==> src/rtl/fetch_pkg.sv <==
// Shared types and constants for the instruction fetch unit.
package fetch_pkg;

   typedef logic [31:0] word_t;

   typedef enum logic [1:0] {
      IDLE  = 2'd0,
      BUSY  = 2'd1,
      FAULT = 2'd2
   } fetch_state_e;

   // addi x0,x0,0 -- a harmless NOP loaded after reset and after any fault
   localparam word_t RESET_INSTR_DEFAULT = 32'h0000_0013;

   function automatic logic is_word_aligned(input word_t addr);
      return (addr[1:0] == 2'b00);
   endfunction

endpackage

==> src/rtl/instr_fetch_unit_if.sv <==
// Control-side request/response and instruction-memory signals of the fetch unit.
// master is the fetch unit itself; slave is the surrounding control and memory.
interface instr_fetch_unit_if;
   import fetch_pkg::*;

   logic  Load_ir;
   word_t pc;
   logic  flush;
   logic  imem_req;
   word_t imem_addr;
   word_t imem_rdata;
   logic  imem_ack;
   word_t Instruction;
   logic  instr_valid;
   logic  fetch_busy;
   logic  fetch_fault;

   modport master (
      input  Load_ir, pc, flush, imem_rdata, imem_ack,
      output imem_req, imem_addr, Instruction, instr_valid, fetch_busy, fetch_fault
   );

   modport slave (
      output Load_ir, pc, flush, imem_rdata, imem_ack,
      input  imem_req, imem_addr, Instruction, instr_valid, fetch_busy, fetch_fault
   );

endinterface

==> src/rtl/fetch_timer.sv <==
// Counts BUSY cycles of a fetch; expired is high on the last allowed cycle.
// Synchronous clear wins over enable; the count wraps only if left enabled past LIMIT.
module fetch_timer #(
   parameter int unsigned LIMIT = 16
) (
   input  logic clk,
   input  logic reset,
   input  logic clear,
   input  logic enable,
   output logic expired
);

   localparam logic [7:0] LAST = 8'(LIMIT - 1);

   logic [7:0] count;

   always_ff @(posedge clk or posedge reset) begin
      if (reset) begin
         count <= '0;
      end else if (clear) begin
         count <= '0;
      end else if (enable) begin
         count <= count + 8'd1;
      end
   end

   assign expired = (count == LAST);

endmodule

==> src/rtl/instr_fetch_unit.sv <==
// Fetches one word per Load_ir into the instruction register; done two edges after the request at best.
// Holds imem_req until ack, timeout or flush; misaligned pc or timeout gives a one-cycle FAULT.
module instr_fetch_unit
   import fetch_pkg::*;
#(
   parameter int unsigned TIMEOUT_CYCLES = 16,
   parameter word_t       RESET_INSTR    = RESET_INSTR_DEFAULT
) (
   input logic                clk,
   input logic                reset,
   instr_fetch_unit_if.master bus
);

   fetch_state_e state_q, state_d;

   logic  req_q,   req_d;
   word_t addr_q,  addr_d;
   word_t instr_q, instr_d;
   logic  valid_q, valid_d;
   logic  busy_q,  busy_d;

   logic timer_clear;
   logic timer_enable;
   logic timer_expired;

   fetch_timer #(
      .LIMIT (TIMEOUT_CYCLES)
   ) u_timer (
      .clk     (clk),
      .reset   (reset),
      .clear   (timer_clear),
      .enable  (timer_enable),
      .expired (timer_expired)
   );

   assign timer_enable = (state_q == BUSY);

   always_ff @(posedge clk or posedge reset) begin
      if (reset) begin
         state_q <= IDLE;
         req_q   <= 1'b0;
         addr_q  <= '0;
         instr_q <= RESET_INSTR;
         valid_q <= 1'b0;
         busy_q  <= 1'b0;
      end else begin
         state_q <= state_d;
         req_q   <= req_d;
         addr_q  <= addr_d;
         instr_q <= instr_d;
         valid_q <= valid_d;
         busy_q  <= busy_d;
      end
   end

   always_comb begin
      state_d     = state_q;
      req_d       = req_q;
      addr_d      = addr_q;
      instr_d     = instr_q;
      valid_d     = valid_q;
      busy_d      = busy_q;
      timer_clear = 1'b0;

      // flush outranks every other input, including an ack in the same cycle
      if (bus.flush) begin
         state_d = IDLE;
         req_d   = 1'b0;
         busy_d  = 1'b0;
         valid_d = 1'b0;
      end else begin
         unique case (state_q)
            IDLE: begin
               if (bus.Load_ir) begin
                  if (is_word_aligned(bus.pc)) begin
                     state_d     = BUSY;
                     addr_d      = bus.pc;
                     valid_d     = 1'b0;
                     req_d       = 1'b1;
                     busy_d      = 1'b1;
                     timer_clear = 1'b1;
                  end else begin
                     state_d = FAULT;
                     instr_d = RESET_INSTR;
                     valid_d = 1'b1;
                     req_d   = 1'b0;
                     busy_d  = 1'b1;
                  end
               end
            end

            BUSY: begin
               // an ack on the final allowed cycle still completes the fetch
               if (bus.imem_ack) begin
                  state_d = IDLE;
                  instr_d = bus.imem_rdata;
                  valid_d = 1'b1;
                  req_d   = 1'b0;
                  busy_d  = 1'b0;
               end else if (timer_expired) begin
                  state_d = FAULT;
                  instr_d = RESET_INSTR;
                  valid_d = 1'b1;
                  req_d   = 1'b0;
                  busy_d  = 1'b1;
               end
            end

            FAULT: begin
               state_d = IDLE;
               busy_d  = 1'b0;
            end

            default: begin
               state_d = IDLE;
               req_d   = 1'b0;
               busy_d  = 1'b0;
            end
         endcase
      end
   end

   assign bus.imem_req    = req_q;
   assign bus.imem_addr   = addr_q;
   assign bus.Instruction = instr_q;
   assign bus.instr_valid = valid_q;
   assign bus.fetch_busy  = busy_q;
   assign bus.fetch_fault = (state_q == FAULT);

endmodule
==> src/flat_wrapper.sv <==
// flat-port wrapper written by rule: the top's interface ports become plain ports
module instr_fetch_unit_flat import fetch_pkg::*;
#(
   parameter int unsigned TIMEOUT_CYCLES = 16,
   parameter word_t       RESET_INSTR    = RESET_INSTR_DEFAULT
)
  (clk, reset, bus_Load_ir, bus_pc, bus_flush, bus_imem_rdata, bus_imem_ack, bus_imem_req, bus_imem_addr, bus_Instruction, bus_instr_valid, bus_fetch_busy, bus_fetch_fault);
  instr_fetch_unit_if bus_i ();
  input logic clk;
  input logic reset;
  input wire logic [$bits(bus_i.Load_ir)-1:0] bus_Load_ir;
  input wire logic [$bits(bus_i.pc)-1:0] bus_pc;
  input wire logic [$bits(bus_i.flush)-1:0] bus_flush;
  input wire logic [$bits(bus_i.imem_rdata)-1:0] bus_imem_rdata;
  input wire logic [$bits(bus_i.imem_ack)-1:0] bus_imem_ack;
  output wire logic [$bits(bus_i.imem_req)-1:0] bus_imem_req;
  output wire logic [$bits(bus_i.imem_addr)-1:0] bus_imem_addr;
  output wire logic [$bits(bus_i.Instruction)-1:0] bus_Instruction;
  output wire logic [$bits(bus_i.instr_valid)-1:0] bus_instr_valid;
  output wire logic [$bits(bus_i.fetch_busy)-1:0] bus_fetch_busy;
  output wire logic [$bits(bus_i.fetch_fault)-1:0] bus_fetch_fault;
  assign bus_i.Load_ir = bus_Load_ir;
  assign bus_i.pc = bus_pc;
  assign bus_i.flush = bus_flush;
  assign bus_i.imem_rdata = bus_imem_rdata;
  assign bus_i.imem_ack = bus_imem_ack;
  assign bus_imem_req = bus_i.imem_req;
  assign bus_imem_addr = bus_i.imem_addr;
  assign bus_Instruction = bus_i.Instruction;
  assign bus_instr_valid = bus_i.instr_valid;
  assign bus_fetch_busy = bus_i.fetch_busy;
  assign bus_fetch_fault = bus_i.fetch_fault;
  instr_fetch_unit #(.TIMEOUT_CYCLES(TIMEOUT_CYCLES), .RESET_INSTR(RESET_INSTR)) u_core (.clk(clk), .reset(reset), .bus(bus_i));
endmodule
==> config.mk <==
export PLATFORM = sky130hd
export DESIGN_NAME = instr_fetch_unit_flat
export DESIGN_NICKNAME = d
export VERILOG_FILES = /design/src/rtl/fetch_pkg.sv /design/src/rtl/instr_fetch_unit_if.sv /design/src/rtl/fetch_timer.sv /design/src/rtl/instr_fetch_unit.sv /design/src/flat_wrapper.sv
export SDC_FILE = /design/constraint.sdc
export NUM_CORES = 1
export LEC_CHECK = 0
export ABC_AREA = 0
export BUFFER_PORTS_ARGS = -buffer_cell sky130_fd_sc_hd__buf_2
export CORE_MARGIN = 8
export CORE_UTILIZATION = 30
export CTS_CLUSTER_SIZE = 14
export DETAILED_ROUTE_END_ITERATION = 12
export REMOVE_ABC_BUFFERS = 1
export SYNTH_ARGS = -nofsm -noshare
export SYNTH_HDL_FRONTEND = slang
export SYNTH_SLANG_ARGS = --single-unit
export TNS_END_PERCENT = 5
==> constraint.sdc <==
create_clock -name clk -period 4.2 [get_ports clk]
set_clock_uncertainty 0.15 [all_clocks]
set_input_delay 0.21 -clock clk [delete_from_list [all_inputs] [get_ports clk]]
set_output_delay 0.21 -clock clk [all_outputs]
set_load 0.01 [all_outputs]
==> run metrics, run 1 <==
fin cells=692; num rows=40; DRT Pass-1 Iters=5; setup ws final=1360 ps; CP startpoint kind=input pin; remaining antenna violation count=0; Syn-to-layout area delta=47.0%; Setup Buffers After CTS=0; grt ovf=0; Max Slew Vio Count=0; Pwr Density=490 mW/mm2; CP endpoint=u_core.bus.imem_addr[16]$_DFFE_PP0P_; largest net degree at the start of global routing=51; Post-synth top cells=dfrtp_1 (74), nand3_1 (60), o211ai_1 (30); min cycle time layout=2840 ps; die width=127 um; number of setup violations in the final report=0; Clk pwr share=30.2%; synth warn=0; DP HPWL=7510 um; sw frac=32.8%; Internal Power=1.80 mW; Static Leak=2.46 nW; unrepaired setup endpoints after global routing=no; VDD IR-drop max=213 uV; GRT Util Overall=14.8%; MaxCap Viol Count=0; reg2reg start=u_core.state_q[1]$_DFFE_PP0P_; Num CTS Buffers=9; worst skew pair latency=340 ps; final-report hold violation count=0; total clock sinks=77; Avg Synthesized Cell Area=11.1 um2; Final #Nets=589; Die Span Y=127 um; RePlAce Congestion=0.732; most frequent cell after synthesis=dfrtp_1; first-pass GRT wire length=19200 um; Post-synth top flop=dfrtp_1; Critical Path AT=2920 ps; worst reg2reg path depth=3; # hold bufs at CTS=64; vias in the first global route=3749; share of power burned in registers=41.9%; final period utilization=67.7%; Worst Setup End Kind=register; Post-synth ARST share=100%; Initial Util=30.7%; post-synth cell types=48; core area=0.0121 mm2; share of cells above drive strength 1=37.6%; clk slew on worst S/H paths=60 ps; initial antenna violation count=0; TritonCTS clock tree=built; Post-synth EDFFs=0; Max Fclk=352 MHz; DR vias/cell=5.14; top-area cell type share of the netlist area=50.0%; pre-CTS WS=1400 ps; main area contributors after synthesis=dfrtp_1 (50%), nand3_1 (8.1%), o211ai_1 (6.1%); switching pwr=0.875 mW; clk root buf=clkbuf_16; R2R Setup Slk=1360 ps; CP startpoint=bus_flush; Relative slew margins=14.4%; Slew @ Worst Pin=1280 ps; TNS Setup=0 ps; FF-to-FF End=u_core.bus.imem_addr[16]$_DFFE_PP0P_; Post-Syn Instances=334; outcome=finished, final reports clean; Worst Hold Class=in -> reg; hold_ws=160 ps; mapped cell area=0.00371 mm2; vias=3556; DP Cell Count=612; kind of critical path=in -> reg; post-synthesis sequential area ratio=52.1%; Die ar.=0.0162 mm2; Starting DRT DRC Count=231; leading area contributor after synthesis=dfrtp_1; Clock Path Buffers=2; worst-path fanout max=35; WL/cell=17.0 um; # port buffers=136; FF+latch count, synth=77; WP data required=4270 ps; Post-Route WL=11800 um; H-tree levels=3; Logic pwr share=27.9%; DRC viols=0; Diodes inserted=0; Resize count post-CTS=0; IO Pins=137
-- per-layer routing --
layer	up-vias	part of all wire (%)	track usage (%)
met1	1788	42	17.1
met4	0	2.2	7.07
met5	-	0	0
met3	18	4.7	3.00
met2	105	51	25.7
li1	1645	-	-
-- sequential cells by signal, summed over array words and instances, names as in the netlist --
| register | cells |
|---|---|
| u_core.bus.instr_valid | 1 |
| u_core.state_q | 2 |
| u_core.bus.Instruction | 32 |
| u_core.bus.imem_addr | 32 |
| u_core.bus.fetch_busy | 1 |
| u_core.bus.imem_req | 1 |
| u_core.u_timer.count | 8 |
-- cell families (layout without fill, tap and decap cells) --
kind of cell | after synthesis | after routing | share of synthesized area, %
AO/OA/AOI/OAI | 86 | 86 | 16.9
flip-flops | 77 | 77 | 52.1
buffers and inverters | 36 | 226 | 4.90
AND/OR/NAND/NOR | 101 | 101 | 14.9
adder cells (fa/ha/maj) | 1 | 1 | 0.338
multiplexers | 31 | 31 | 10.4
XOR/XNOR | 2 | 2 | 0.473
-- metrics by stage --
step | cell area (um2) | util [%] | power, mW
floorplan | 3540 | - | 1.50
global placement | 4500 | 37.3 | 1.80
detailed placement | 4500 | 37.3 | 1.83
CTS | 5450 | 45.2 | 2.71
global route | 5450 | 45.2 | 2.83
finish | 5450 | 45.2 | 2.67
-- layout by cell type (no fill, tap or decap), drive strengths merged, types with 5 or more instances in the layout --
cell type    instances
inv                  5
o21ai                5
nand3               60
o211ai              30
dlygate4sd3         64
clkbuf              10
dfrtp               74
nor2                10
a21oi                6
a22oi               29
mux2                30
nor3                 7
buf                142
-- power groups by stage --
stage / clock network (mW) / logic (mW) / registers, mW
2_1_floorplan: 0 / 0.307 / 1.19
3_3_place_gp: 0 / 0.690 / 1.11
3_5_place_dp: 0 / 0.710 / 1.12
4_1_cts: 0.835 / 0.756 / 1.12
5_1_grt: 0.864 / 0.816 / 1.15
6_report: 0.807 / 0.744 / 1.12
-- area by class of cell --
class | count | area [um2]
flip-flops and latches | 77 | 1930
clock inverters | 6 | 68.8
well taps | 168 | 210
repair buffers | 206 | 1370
multi-input cells | 221 | 1620
clock buffers | 10 | 239
fillers | 1126 | 6610
inverters | 4 | 16.3
-- worst max-delay path, cell delays in order --
cell and delay, ps:
dlygate4sd3_1 530, buf_2 170, or2_2 610, nor2_4 950, mux2_2 430
-- how the worst min path moves through the flow --
stage	startpoint	to	slack (ps)	depth (start not counted)
after floorplan	bus_flush	u_core.bus.imem_req$_DFFE_PP0P_	130	1
after global routing	bus_pc[1]	u_core.bus.imem_req$_DFFE_PP0P_	170	4
final	bus_pc[0]	u_core.bus.imem_req$_DFFE_PP0P_	160	4
after global placement	reset	u_core.bus.imem_addr[16]$_DFFE_PP0P_	260	2
after CTS	bus_pc[1]	u_core.bus.imem_req$_DFFE_PP0P_	140	4
after detailed placement	reset	u_core.bus.imem_addr[3]$_DFFE_PP0P_	270	2
No activity file was read; power rests on OpenSTA's default activity.
==> run 2, diff against run 1 <==
- clock period: 4.2 -> 2.6 ns (I/O delays scaled with it)
==> run 2 against run 1 <==
  * Sequential share of layout area fell by 0.51 points
  * Sequential power rose by 62%
  * Critical path type is now reg -> reg
  * Worst hold slack got worse by 100 ps
  * Total power rose by 65%
  * Critical endpoint is now u_core.bus.imem_addr[0]$_DFFE_PP0P_
  * Clock-buffer cell count did not move
  * Core utilization rose by 0.65 points
  * Flip-flop and latch count did not move
  * Cell count rose by 0.72%
==> run metrics, run 2 (same netlist as run 1, synthesis figures left out) <==
Resize count post-CTS=0 (unchanged); # hold bufs at CTS=64 (unchanged); crit-path cells=or2_2, buf_4, or2_2, and2_1 (was dlygate4sd3_1, buf_2, or2_2, nor2_4, mux2_2); most frequent cells in the layout=buf_2 (136), dfrtp_1 (74), dlygate4sd3_1 (64), nand3_1 (60), o211ai_1 (30) (unchanged); die width=127 um (unchanged); commonest non-fill, non-tap cell in the layout=buf_2 (unchanged); CP startpoint kind=register (was input pin); Max Slew Vio Count=0 (unchanged); hold_ws=58.8 ps (was 160 ps); Num CTS Buffers=9 (unchanged); R2R Setup Slk=650 ps (was 1360 ps); Worst Setup End Kind=register (unchanged); grt ovf=0 (unchanged); kind of critical path=reg -> reg (was in -> reg); Post-Route WL=11800 um (about the same); final period utilization=75.2%; total clock sinks=77 (unchanged); MaxCap Viol Count=0 (unchanged); Pwr Density=796 mW/mm2 (was 490 mW/mm2); TritonCTS clock tree=built (unchanged); GRT Util Overall=14.7% (was 14.8%); worst-path fanout max=33 (was 35); DR vias/cell=5.11 (was 5.14); fin cells=697 (was 692); FF-to-FF End=u_core.bus.imem_addr[0]$_DFFE_PP0P_ (was u_core.bus.imem_addr[16]$_DFFE_PP0P_); DRC viols=0 (unchanged); clk slew on worst S/H paths=70 ps (was 60 ps); initial antenna violation count=0 (unchanged); CP startpoint=u_core.state_q[1]$_DFFE_PP0P_ (was bus_flush); reg2reg start=u_core.state_q[1]$_DFFE_PP0P_ (unchanged); Relative slew margins=56.2% (was 14.4%); core area=0.0121 mm2 (unchanged); Setup Buffers After CTS=0 (unchanged); vias in the first global route=3791 (was 3749); Crit path max-delay family=simple AND/OR/NAND/NOR gates (unchanged); share of cells above drive strength 1=38.0% (was 37.6%); slowest cell delay on critical path=530 ps (was 950 ps); min cycle time layout=1950 ps; Static Leak=2.49 nW (was 2.46 nW); Layout fillers=1147 (was 1126); Diodes inserted=0 (unchanged); VDD IR-drop max=325 uV (was 213 uV); Max Fclk=512 MHz; first-pass GRT wire length=19300 um (was 19200 um); RePlAce Congestion=0.727 (was 0.732); WP depth=4 (was 5); Clock Path Buffers=2 (unchanged); number of setup violations in the final report=0 (unchanged); DP HPWL=7600 um (was 7510 um); IO Pins=137 (unchanged); slowest cell on the critical path=dfrtp_1 (was nor2_4); # port buffers=136 (unchanged); num rows=40 (unchanged); final-report hold violation count=0 (unchanged); CP endpoint=u_core.bus.imem_addr[0]$_DFFE_PP0P_ (was u_core.bus.imem_addr[16]$_DFFE_PP0P_); outcome=finished, final reports clean (unchanged); worst skew pair latency=340 ps (about the same); Final #Nets=594 (was 589); largest net degree at the start of global routing=78 (was 51); Power Total=4.40 mW (was 2.67 mW); WP data required=2670 ps (was 4270 ps); WL/cell=16.9 um (was 17.0 um); Worst Hold Class=in -> reg (unchanged); remaining antenna violation count=0 (unchanged); clk root buf=clkbuf_16 (unchanged); Slew @ Worst Pin=656 ps (was 1280 ps); worst reg2reg path depth=4 (was 3); Die ar.=0.0162 mm2 (unchanged); vias=3564 (was 3556); Syn-to-layout area delta=49.2% (was 47.0%); H-tree levels=3 (unchanged); Critical Path AT=2030 ps (was 2920 ps); Multi-input gate area=0.00162 mm2 (unchanged); Buf/Inv on CP=1 (was 2); Initial Util=30.7% (unchanged); most used cell, CP=or2_2; Starting DRT DRC Count=219 (was 231); DRT Pass-1 Iters=5 (unchanged); DP Cell Count=617 (was 612); Die Span Y=127 um (unchanged); Reg area=0.00193 mm2 (unchanged); unrepaired setup endpoints after global routing=no (unchanged)
-- run 2: tightest hold or removal path, delay by kind of cell --
kind / cells / cell delay, ps
AOI/OAI and AO/OA: 2 / 200
buffers and inverters: 1 / 180
-- run 2: how the worst min path moves through the flow --
stage	from	slack [ps]	depth (start not counted)	endpoint
3_3_place_gp	reset	100	3	u_core.bus.imem_addr[13]$_DFFE_PP0P_
4_1_cts	bus_imem_ack	50	3	u_core.bus.fetch_busy$_DFFE_PP0P_
5_1_grt	bus_imem_ack	80	3	u_core.bus.fetch_busy$_DFFE_PP0P_
2_1_floorplan	bus_flush	50	1	u_core.bus.imem_req$_DFFE_PP0P_
3_5_place_dp	reset	110	3	u_core.bus.imem_addr[13]$_DFFE_PP0P_
6_report	bus_imem_ack	60	3	u_core.bus.fetch_busy$_DFFE_PP0P_
-- run 2: metrics by stage --
stage          setup TNS, ps  area [um2]  setup WS, ps  util (%)
4_1_cts                    0        5530           647      45.8
3_5_place_dp               0        4560           661      37.8
3_3_place_gp               0        4560           689      37.8
2_1_floorplan         -21210        3540          -731         -
6_report                   0        5530           645      45.8
5_1_grt                    0        5530           565      45.8
-- run 2: area by class of cell --
cell class / count / area share, %
Multi-Input combinational cell: 221 / 29.3
Inverter: 4 / 0.294
Timing Repair Buffer: 211 / 25.8
Sequential cell: 77 / 34.9
Clock inverter: 6 / 1.72
Clock buffer: 10 / 4.14
Tap cell: 168 / 3.80
-- run 2: where the power goes --
part	switching, mW	internal, mW
clock	0.524	0.852
sequential	0.278	1.53
combinational	0.611	0.607
-- run 2: metal layers --
| layer | share of wire [%] | global-route usage [%] |
|---|---|---|
| met5 | 0 | 0 |
| met4 | 2.7 | 7.00 |
| met3 | 4.0 | 2.66 |
| met2 | 50 | 24.5 |
| met1 | 43 | 18.0 |
==> run 3, diff against run 2 <==
- clock period: 2.6 -> 1.9 ns (I/O delays scaled with it)
==> run 3 against run 2 <==
  * The flow now finishes with violations (negative setup slack)
  * Via count grew 0.11%
  * Global-route usage increased by 0.081 points
  * Worst setup slack worse by 680 ps
  * Sequential power up 37%
==> run metrics, run 3 (same netlist as run 1, synthesis figures left out) <==
clk root buf=clkbuf_16 (unchanged); Slew @ Worst Pin=456 ps (was 656 ps); largest net degree at the start of global routing=35 (was 78); final period utilization=102% (was 75.2%); DP Cell Count=630 (was 617); num rows=40 (unchanged); min cycle time layout=1930 ps (was 1950 ps); Final #Nets=608 (was 594); Initial Util=30.7% (unchanged); Starting DRT DRC Count=321 (was 219); WL/cell=17.0 um (was 16.9 um); Worst Setup End Kind=register (unchanged); DR vias/cell=5.00 (was 5.11); Die ar.=0.0162 mm2 (unchanged); initial antenna violation count=2 (was 0); die width=127 um (unchanged); Num CTS Buffers=9 (unchanged); Layout fillers=1098 (was 1147); Syn-to-layout area delta=54.6% (was 49.2%); Clock Path Buffers=2 (unchanged); Max Fclk=518 MHz (was 512 MHz); DRC viols=0 (unchanged); share of cells above drive strength 1=40.0% (was 38.0%); worst reg2reg path depth=4 (unchanged); DP HPWL=7950 um (was 7600 um); failing checks=negative setup slack; IO Pins=137 (unchanged); unrepaired setup endpoints after global routing=yes (was no); Critical Path AT=2000 ps (was 2030 ps); clk slew on worst S/H paths=60 ps (was 70 ps); CP startpoint kind=register (unchanged); # port buffers=136 (unchanged); Die Span Y=127 um (unchanged); number of setup violations in the final report=11 (was 0); Relative slew margins=68.8% (was 56.2%); fin cells=713 (was 697); vias=3568 (was 3564); DRT Pass-1 Iters=4 (was 5); TritonCTS clock tree=built (unchanged); setup ws final=-31.7 ps (was 645 ps); Static Leak=2.62 nW (was 2.49 nW); Worst Hold Class=in -> reg (unchanged); Multi-input gate area=0.00167 mm2 (was 0.00162 mm2); MaxCap Viol Count=0 (unchanged); worst hold path depth=4 (was 3); Max Slew Vio Count=0 (unchanged); final-report hold violation count=0 (unchanged); VDD IR-drop max=443 uV (was 325 uV); GRT Util Overall=14.8% (was 14.7%); Post-Route WL=12100 um (was 11800 um); most frequent cells in the layout=buf_2 (136), dfrtp_1 (74), dlygate4sd3_1 (64), nand3_1 (60), o211ai_1 (30) (unchanged); RePlAce Congestion=0.764 (was 0.727); commonest non-fill, non-tap cell in the layout=buf_2 (unchanged); core area=0.0121 mm2 (unchanged); WP data required=1970 ps (was 2670 ps); Pwr Density=1090 mW/mm2 (was 796 mW/mm2); total clock sinks=77 (unchanged); vias in the first global route=3807 (was 3791); pre-CTS WS=0.812 ps (was 661 ps); first-pass GRT wire length=19300 um (about the same); outcome=complete, but fails checks (was finished, final reports clean); Reg area=0.00193 mm2 (unchanged); worst-path fanout max=15 (was 33); Setup Buffers After CTS=0 (unchanged); worst skew pair latency=330 ps (was 340 ps); H-tree levels=3 (unchanged); remaining antenna violation count=0 (unchanged); grt ovf=0 (unchanged); kind of critical path=reg -> reg (unchanged)
[run 3: cell types whose count changed in the layout (fill, tap and decap cells not counted), sizes merged]
cell	delta
buf	+13
diode	+2
inv	-2
bufinv	+1
clkbuf	+1
clkinvlp	+1
[run 3: critical path, stage by stage, from the launching register on]
cell and delay (ps):
dfrtp_1 370, or4b_4 550, nor2_4 180, clkbuf_16 220, mux2_2 340
[run 3: repair_timing]
action | 4_1_cts | 5_1_grt
setup endpoints to repair | 6 | 26
hold endpoints to repair | 141 | 0
resized for setup | 1 | 14
cloned | 0 | 1
hold buffers | 64 | 0
[run 3: per-layer routing]
| layer | routed length (um) | vias up | GRT usage, % |
|---|---|---|---|
| met1 | 5170 | 1756 | 17.8 |
| met4 | 248 | 0 | 7.07 |
| met5 | 0 | - | 0 |
| li1 | - | 1682 | - |
| met3 | 493 | 20 | 3.08 |
| met2 | 6200 | 110 | 24.8 |
[run 3: cell type report]
type,instances,area share [%]
Sequential cell,77,33.7
Multi-Input combinational cell,221,29.2
Timing Repair Buffer,225,27.1
Clock buffer,10,4.00
Tap cell,168,3.67
Clock inverter,6,1.94
Inverter,4,0.284
Antenna cell,2,0.0874
[run 3: metrics by stage]
step	util (%)	area [um2]	hold slack [ps]	power (mW)	TNS (ps)
finish	47.5	5730	40.2	6.22	-161
global route	47.5	5730	51.5	6.55	-1940
CTS	46.8	5650	26.3	6.21	-33.3
detailed placement	38.6	4660	-54.3	4.11	0
global placement	38.6	4660	-63.7	4.04	0
floorplan	-	3540	17.6	3.31	-82070
[run 3: path summary, 6_finish.rpt]
kind,start,end,slack [ps]
hold / removal,bus_pc[0],u_core.bus.imem_req$_DFFE_PP0P_,40
min in group asynchronous,reset,u_core.bus.imem_addr[19]$_DFFE_PP0P_,160
setup reg to reg,u_core.state_q[0]$_DFFE_PP0P_,u_core.bus.imem_addr[29]$_DFFE_PP0P_,-30
setup / recovery,u_core.state_q[0]$_DFFE_PP0P_,u_core.bus.imem_addr[29]$_DFFE_PP0P_,-30
max in group asynchronous,reset,u_core.bus.imem_addr[20]$_DFFE_PP0P_,890
hold reg to reg,u_core.bus.imem_addr[0]$_DFFE_PP0P_,u_core.bus.imem_addr[0]$_DFFE_PP0P_,330
[run 3: report_power, final]
group	switching, mW	total, mW	internal, mW
clock	0.689	1.97	1.28
combinational	0.857	1.76	0.908
sequential	0.385	2.48	2.09
total	1.93	6.22	4.29
